### config.mk
export PLATFORM = sky130hd
export DESIGN_NAME = uart_tx_8n1
export DESIGN_NICKNAME = d
export VERILOG_FILES = /design/src/rtl/uart_tx_8n1.sv
export SDC_FILE = /design/constraint.sdc
export NUM_CORES = 1
export LEC_CHECK = 0
export BUFFER_PORTS_ARGS = -buffer_cell sky130_fd_sc_hd__buf_2
export CORE_ASPECT_RATIO = 1.5
export CORE_UTILIZATION = 45
export CTS_BUF_LIST = sky130_fd_sc_hd__clkbuf_2
export CTS_CLUSTER_DIAMETER = 40
export DETAILED_ROUTE_END_ITERATION = 8
export PLACE_DENSITY = 0.7
export SYNTH_ARGS = -nofsm -noshare
export SYNTH_HDL_FRONTEND = slang
export SYNTH_SLANG_ARGS = --single-unit
### constraint.sdc
create_clock -name i_clk -period 2.1 [get_ports i_clk]
set_input_delay 0.315 -clock i_clk [delete_from_list [all_inputs] [get_ports i_clk]]
set_output_delay 0.315 -clock i_clk [all_outputs]
set_load 0.005 [all_outputs]
### src/rtl/uart_tx_8n1.sv
// uart_tx_8n1: 8N1 UART transmitter clocked by i_clk, paced by an external
// divided baud clock that is synchronised and edge-detected into a bit tick.
// Bytes arrive on a valid/ready handshake; bits leave LSB first on o_tx.
// Build option: define UART_TX_PARITY_EN to insert an even parity bit
// between the last data bit and the stop bit (11-period frame).
//
// state   | meaning
// --------+------------------------------------------------------------
// S_IDLE  | line high, o_ready follows i_enable, waiting for a byte
// S_WAIT  | byte latched, waiting for the next tick to begin the start bit
// S_START | start bit (0) on the line
// S_DATA  | data bits on the line, shifted out LSB first
// S_PARITY| even parity bit on the line (UART_TX_PARITY_EN only)
// S_STOP  | stop bit (1) on the line; o_done pulses when it ends

module uart_tx_8n1 (
   input  logic       i_clk,
   input  logic       i_rst,
   input  logic       i_enable,
   input  logic       i_baud_clk,
   input  logic [7:0] i_data,
   input  logic       i_valid,
   output logic       o_ready,
   output logic       o_tx,
   output logic       o_busy,
   output logic       o_done
);

   typedef enum logic [2:0] {
      S_IDLE,
      S_WAIT,
      S_START,
      S_DATA,
`ifdef UART_TX_PARITY_EN
      S_PARITY,
`endif
      S_STOP
   } state_t;

   state_t     state_q, state_d;
   logic       sync1_q, sync1_d;
   logic       sync2_q, sync2_d;
   logic       delay_q, delay_d;
   logic [7:0] shift_q, shift_d;
   logic [2:0] cnt_q, cnt_d;
   logic       tx_q, tx_d;
   logic       busy_q, busy_d;
   logic       done_q, done_d;
   logic       rdy_q, rdy_d;
`ifdef UART_TX_PARITY_EN
   logic       parity_q, parity_d;
`endif

   logic tick;
   logic accept;

   assign tick    = sync2_q & ~delay_q;
   assign o_ready = rdy_q & i_enable;
   assign accept  = i_valid & o_ready;
   assign o_tx    = tx_q;
   assign o_busy  = busy_q;
   assign o_done  = done_q;

   // Next-state logic: baud edge detect, frame sequencing and line value.
   always_comb begin
      sync1_d  = i_baud_clk;
      sync2_d  = sync1_q;
      delay_d  = sync2_q;
      state_d  = state_q;
      shift_d  = shift_q;
      cnt_d    = cnt_q;
      tx_d     = tx_q;
      done_d   = 1'b0;
`ifdef UART_TX_PARITY_EN
      parity_d = parity_q;
`endif
      if (!i_enable) begin
         // Abort: drop the frame, line back to idle, no completion pulse.
         state_d = S_IDLE;
         tx_d    = 1'b1;
      end else begin
         case (state_q)
            S_IDLE: begin
               tx_d = 1'b1;
               if (accept) begin
                  shift_d  = i_data;
                  cnt_d    = 3'd0;
                  state_d  = S_WAIT;
`ifdef UART_TX_PARITY_EN
                  parity_d = ^i_data;
`endif
               end
            end
            S_WAIT: begin
               if (tick) begin
                  state_d = S_START;
                  tx_d    = 1'b0;
               end
            end
            S_START: begin
               if (tick) begin
                  state_d = S_DATA;
                  tx_d    = shift_q[0];
               end
            end
            S_DATA: begin
               if (tick) begin
                  if (cnt_q == 3'd7) begin
`ifdef UART_TX_PARITY_EN
                     state_d = S_PARITY;
                     tx_d    = parity_q;
`else
                     state_d = S_STOP;
                     tx_d    = 1'b1;
`endif
                  end else begin
                     // Next bit is shift_q[1]; present it as we shift.
                     shift_d = {1'b0, shift_q[7:1]};
                     cnt_d   = cnt_q + 3'd1;
                     tx_d    = shift_q[1];
                  end
               end
            end
`ifdef UART_TX_PARITY_EN
            S_PARITY: begin
               if (tick) begin
                  state_d = S_STOP;
                  tx_d    = 1'b1;
               end
            end
`endif
            S_STOP: begin
               if (tick) begin
                  state_d = S_IDLE;
                  done_d  = 1'b1;
               end
            end
            default: begin
               state_d = S_IDLE;
               tx_d    = 1'b1;
            end
         endcase
      end
      busy_d = (state_d != S_IDLE);
      // Ready only after a full cycle in idle, so it trails o_done by one.
      rdy_d  = (state_q == S_IDLE) && (state_d == S_IDLE);
   end

   // State and registered outputs, synchronous active-high reset.
   always_ff @(posedge i_clk) begin
      if (i_rst) begin
         sync1_q  <= 1'b0;
         sync2_q  <= 1'b0;
         delay_q  <= 1'b0;
         state_q  <= S_IDLE;
         shift_q  <= 8'h00;
         cnt_q    <= 3'd0;
         tx_q     <= 1'b1;
         busy_q   <= 1'b0;
         done_q   <= 1'b0;
         rdy_q    <= 1'b0;
`ifdef UART_TX_PARITY_EN
         parity_q <= 1'b0;
`endif
      end else begin
         sync1_q  <= sync1_d;
         sync2_q  <= sync2_d;
         delay_q  <= delay_d;
         state_q  <= state_d;
         shift_q  <= shift_d;
         cnt_q    <= cnt_d;
         tx_q     <= tx_d;
         busy_q   <= busy_d;
         done_q   <= done_d;
         rdy_q    <= rdy_d;
`ifdef UART_TX_PARITY_EN
         parity_q <= parity_d;
`endif
      end
   end

endmodule

==> results by group <==
CTS
  – Longest Clk Path Bufs: 2
  – CTS H-Tree Depth: 1
  – CTS tree: yes
  – Post-cts resize count: 0
  – Clock Sinks: 21
  – Cts bufs inserted: 3
  – Clock root buffer master: clkbuf_2
  – Clk_lat worst skew: between 0.3 and 0.4 ns
  – Total setup buffers inserted after CTS: 0
  – CTS Hold Buffers Added: 0
  – Clk pin slew, worst setup/hold paths: approximately 0.2 ns

Setup path
  – Required time of the critical path: ~2.3 ns
  – Crit start category: register
  – Worst path bufs/invs: 0
  – Largest stage delay on the critical path: between 0.4 and 0.5 ns
  – CP cell instances: ha_1 > ha_1 > o32ai_2 > and2_1 > o21ai_0
  – CP delay by family, top: compound AO/OA/AOI/OAI gates
  – Crit Path Max Fanout: 10
  – Slowest stage cell, crit path: and2_1
  – Critical Path AT: roughly 2.1 ns
  – Setup CP Type: register to register
  – Most frequent CP cell: ha_1
  – Worst setup EP type: register

STA
  – RSZ-0062 raised after global routing: false
  – WHS: approximately 0.17 ns
  – Fin. Hold Viols: 0
  – Worst slew margin: a little under 70%
  – Final period util: about nine tenths
  – Final slew viol count: 0
  – Skew final: ~0.0068 ns
  – Final setup violation count: 0
  – Worst-margin pin slew: around 0.46 ns
  – Setup TNS: 0 ns
  – Crit path time final: roughly 1.9 ns
  – FMAX: ~0.54 GHz

Synth
  – Most frequent cell after synthesis: dfxtp_1
  – Post-synth EDFFs: 0
  – #FFs+latches synth: 21
  – Synthesized area: between 1000 and 1500 µm²
  – Main area contributors after synthesis: dfxtp_1 39%, a211oi_2 8.1%, mux2i_1 7.4%
  – Sequential element share of the synthesized area: 39.1%
  – FFs w/ async S/R, synth: 0%
  – Area leader, netlist: dfxtp_1
  – Synth top cells by count: 21 x dfxtp_1, 11 x a21oi_1, 8 x mux2i_1
  – Synthesized area per cell: between 9 and 10 µm²
  – Yosys Warn Count: 0
  – Dominant synthesized flop cell: dfxtp_1
  – Top-area cell type share of the netlist area: 39.1%
  – Syn Inst Count: between 100 and 150
  – Netlist cell types: 31
  – Syn_nets: 127

GRT
  – Total GRT Usage: between 15 and 20%
  – First-pass GRT wire length: approximately 3500 µm
  – Vias in the first global route: a little over 800
  – Largest net degree at the start of global routing: 22
  – Initial antenna violation count: 0
  – Grt ovf: 0

Placed design
  – DP Wirelength: approximately 1500 µm
  – Routability congestion estimate: just under 0.8
  – # placed instances: between 100 and 150
  – Buffers on Ports: 16

Routing
  – DRT Wirelength: between 2000 and 2500 µm
  – First-pass iteration count of the detailed router: 4
  – Post-Route M1 WL: 855 µm
  – Max Used Layer: met4
  – Met2 routed WL: 1080 µm
  – Vias per cell: 5.85
  – Routed length per instance: around 14 µm
  – Drt initial violations: 19
  – Met3 WL post-DR: approximately 78 µm
  – Vias: 866
  – Drt drc: 0
  – Routed Antenna Nets: 0

Final layout
  – Final non-filler cell total: 148
  – Final-layout fill cell count: ~210
  – Layout cells sized above 1: a little over a quarter
  – Diode count: 0
  – Final nets: 141
  – Layout area overhead: 7.56%

Pwr
  – Worst VDD drop: roughly 0.35 mV
  – Leakage: between 0.0005 and 0.0006 µW
  – PD cells: roughly 570 nW/µm²

Flow run
  – Total of max-cap violations: 0

Floorplan
  – Die ar.: 2590 µm²
  – Die Y: slightly above 60 µm
  – Number of cell rows: 21
  – # IOs: 17
  – Core ar.: 2230 µm²
  – Initial Util: 48.2%
  – Die X: between 40 and 50 µm

Min path
  – Hold crit path type: input pin to register

Status
  – Status: finished, final reports clean
power breakdown:
| part | switching (µW) | internal [µW] | total, µW |
|---|---|---|---|
| Sequential | 6.20 | 409 | 416 |
| Combinational | 37.7 | 31.7 | 69.4 |
| Clock | 126 | 50.4 | 176 |
layout make-up:
type / count / area, µm² / share of cell area [%]
multi-input cells: 82 / 593 / 51.2
flip-flops and latches: 21 / 420 / 36.3
repair buffers: 18 / 95.1 / 8.22
well taps: 23 / 28.8 / 2.49
clock buffers: 4 / 20.0 / 1.73
routing by layer:
metal  vias up  track usage [%]
met2        22             32.8
li1        431                -
met5         -                0
met1       408             19.7
met4         0             11.5
met3         5             2.31
registers in the layout, summed over array words and instances (netlist names):
name     cells
state_q      3
o_done       1
delay_q      1
o_tx         1
delay_d      1
sync1_q      1
cnt_q        3
shift_q      8
rdy_q        1
o_busy       1
path summary, 6_finish.rpt:
check	from	cells past startpoint	slack [ns]	endpoint
worst max-delay path	cnt_q[0]	5	0.25	cnt_q[2]
worst min-delay path	i_baud_clk	2	0.17	sync1_q
worst max register to register	cnt_q[0]	5	0.25	cnt_q[2]
worst min register to register	sync1_q	1	0.46	delay_d
logic make-up (layout without fill, tap and decap cells):
| logic type | after synthesis | count (layout) | synth area share [%] |
|---|---|---|---|
| DFF | 21 | 21 | 39.1 |
| adders and majority gates | 2 | 2 | 2.33 |
| muxes | 8 | 8 | 7.44 |
| and+or+nand+nor | 42 | 42 | 24.5 |
| buffers and inverters | 9 | 22 | 5.81 |
| AOI/OAI and AO/OA | 30 | 30 | 20.8 |
placed cells by master (no fill, tap or decap):
cell,synthesis,layout
a211oi_1,2,2
a211oi_2,7,7
a21oi_1,11,11
a22oi_1,1,1
and2_1,3,3
and4_1,1,1
buf_2,5,16
buf_4,0,2
clkbuf_2,0,4
dfxtp_1,21,21
ha_1,2,2
mux2i_1,8,8
nand2_1,3,3
nand2b_1,5,5
nand3_1,6,6
nand3b_1,1,1
nand3b_4,1,1
nand4_1,1,1
nor2_1,4,4
nor2b_1,5,5
nor3_1,4,4
nor3b_1,3,3
nor4_1,1,1
o21a_1,1,1
o21ai_0,6,6
o21ai_1,1,1
o32ai_2,1,1
or2_2,1,1
or2b_4,1,1
or3_1,1,1
or3_4,1,1
stage by stage:
stage                     util, %  setup WS (ns)  area, µm²  power [µW]
after floorplan                 -          0.573       1080         472
after global placement       50.9          0.347       1140         492
after detailed placement     50.9          0.248       1140         494
after CTS                    51.8          0.223       1160         666
after global routing         51.8          0.120       1160         684
final                        51.8          0.246       1160         662
No activity file was read; power rests on OpenSTA's default activity.
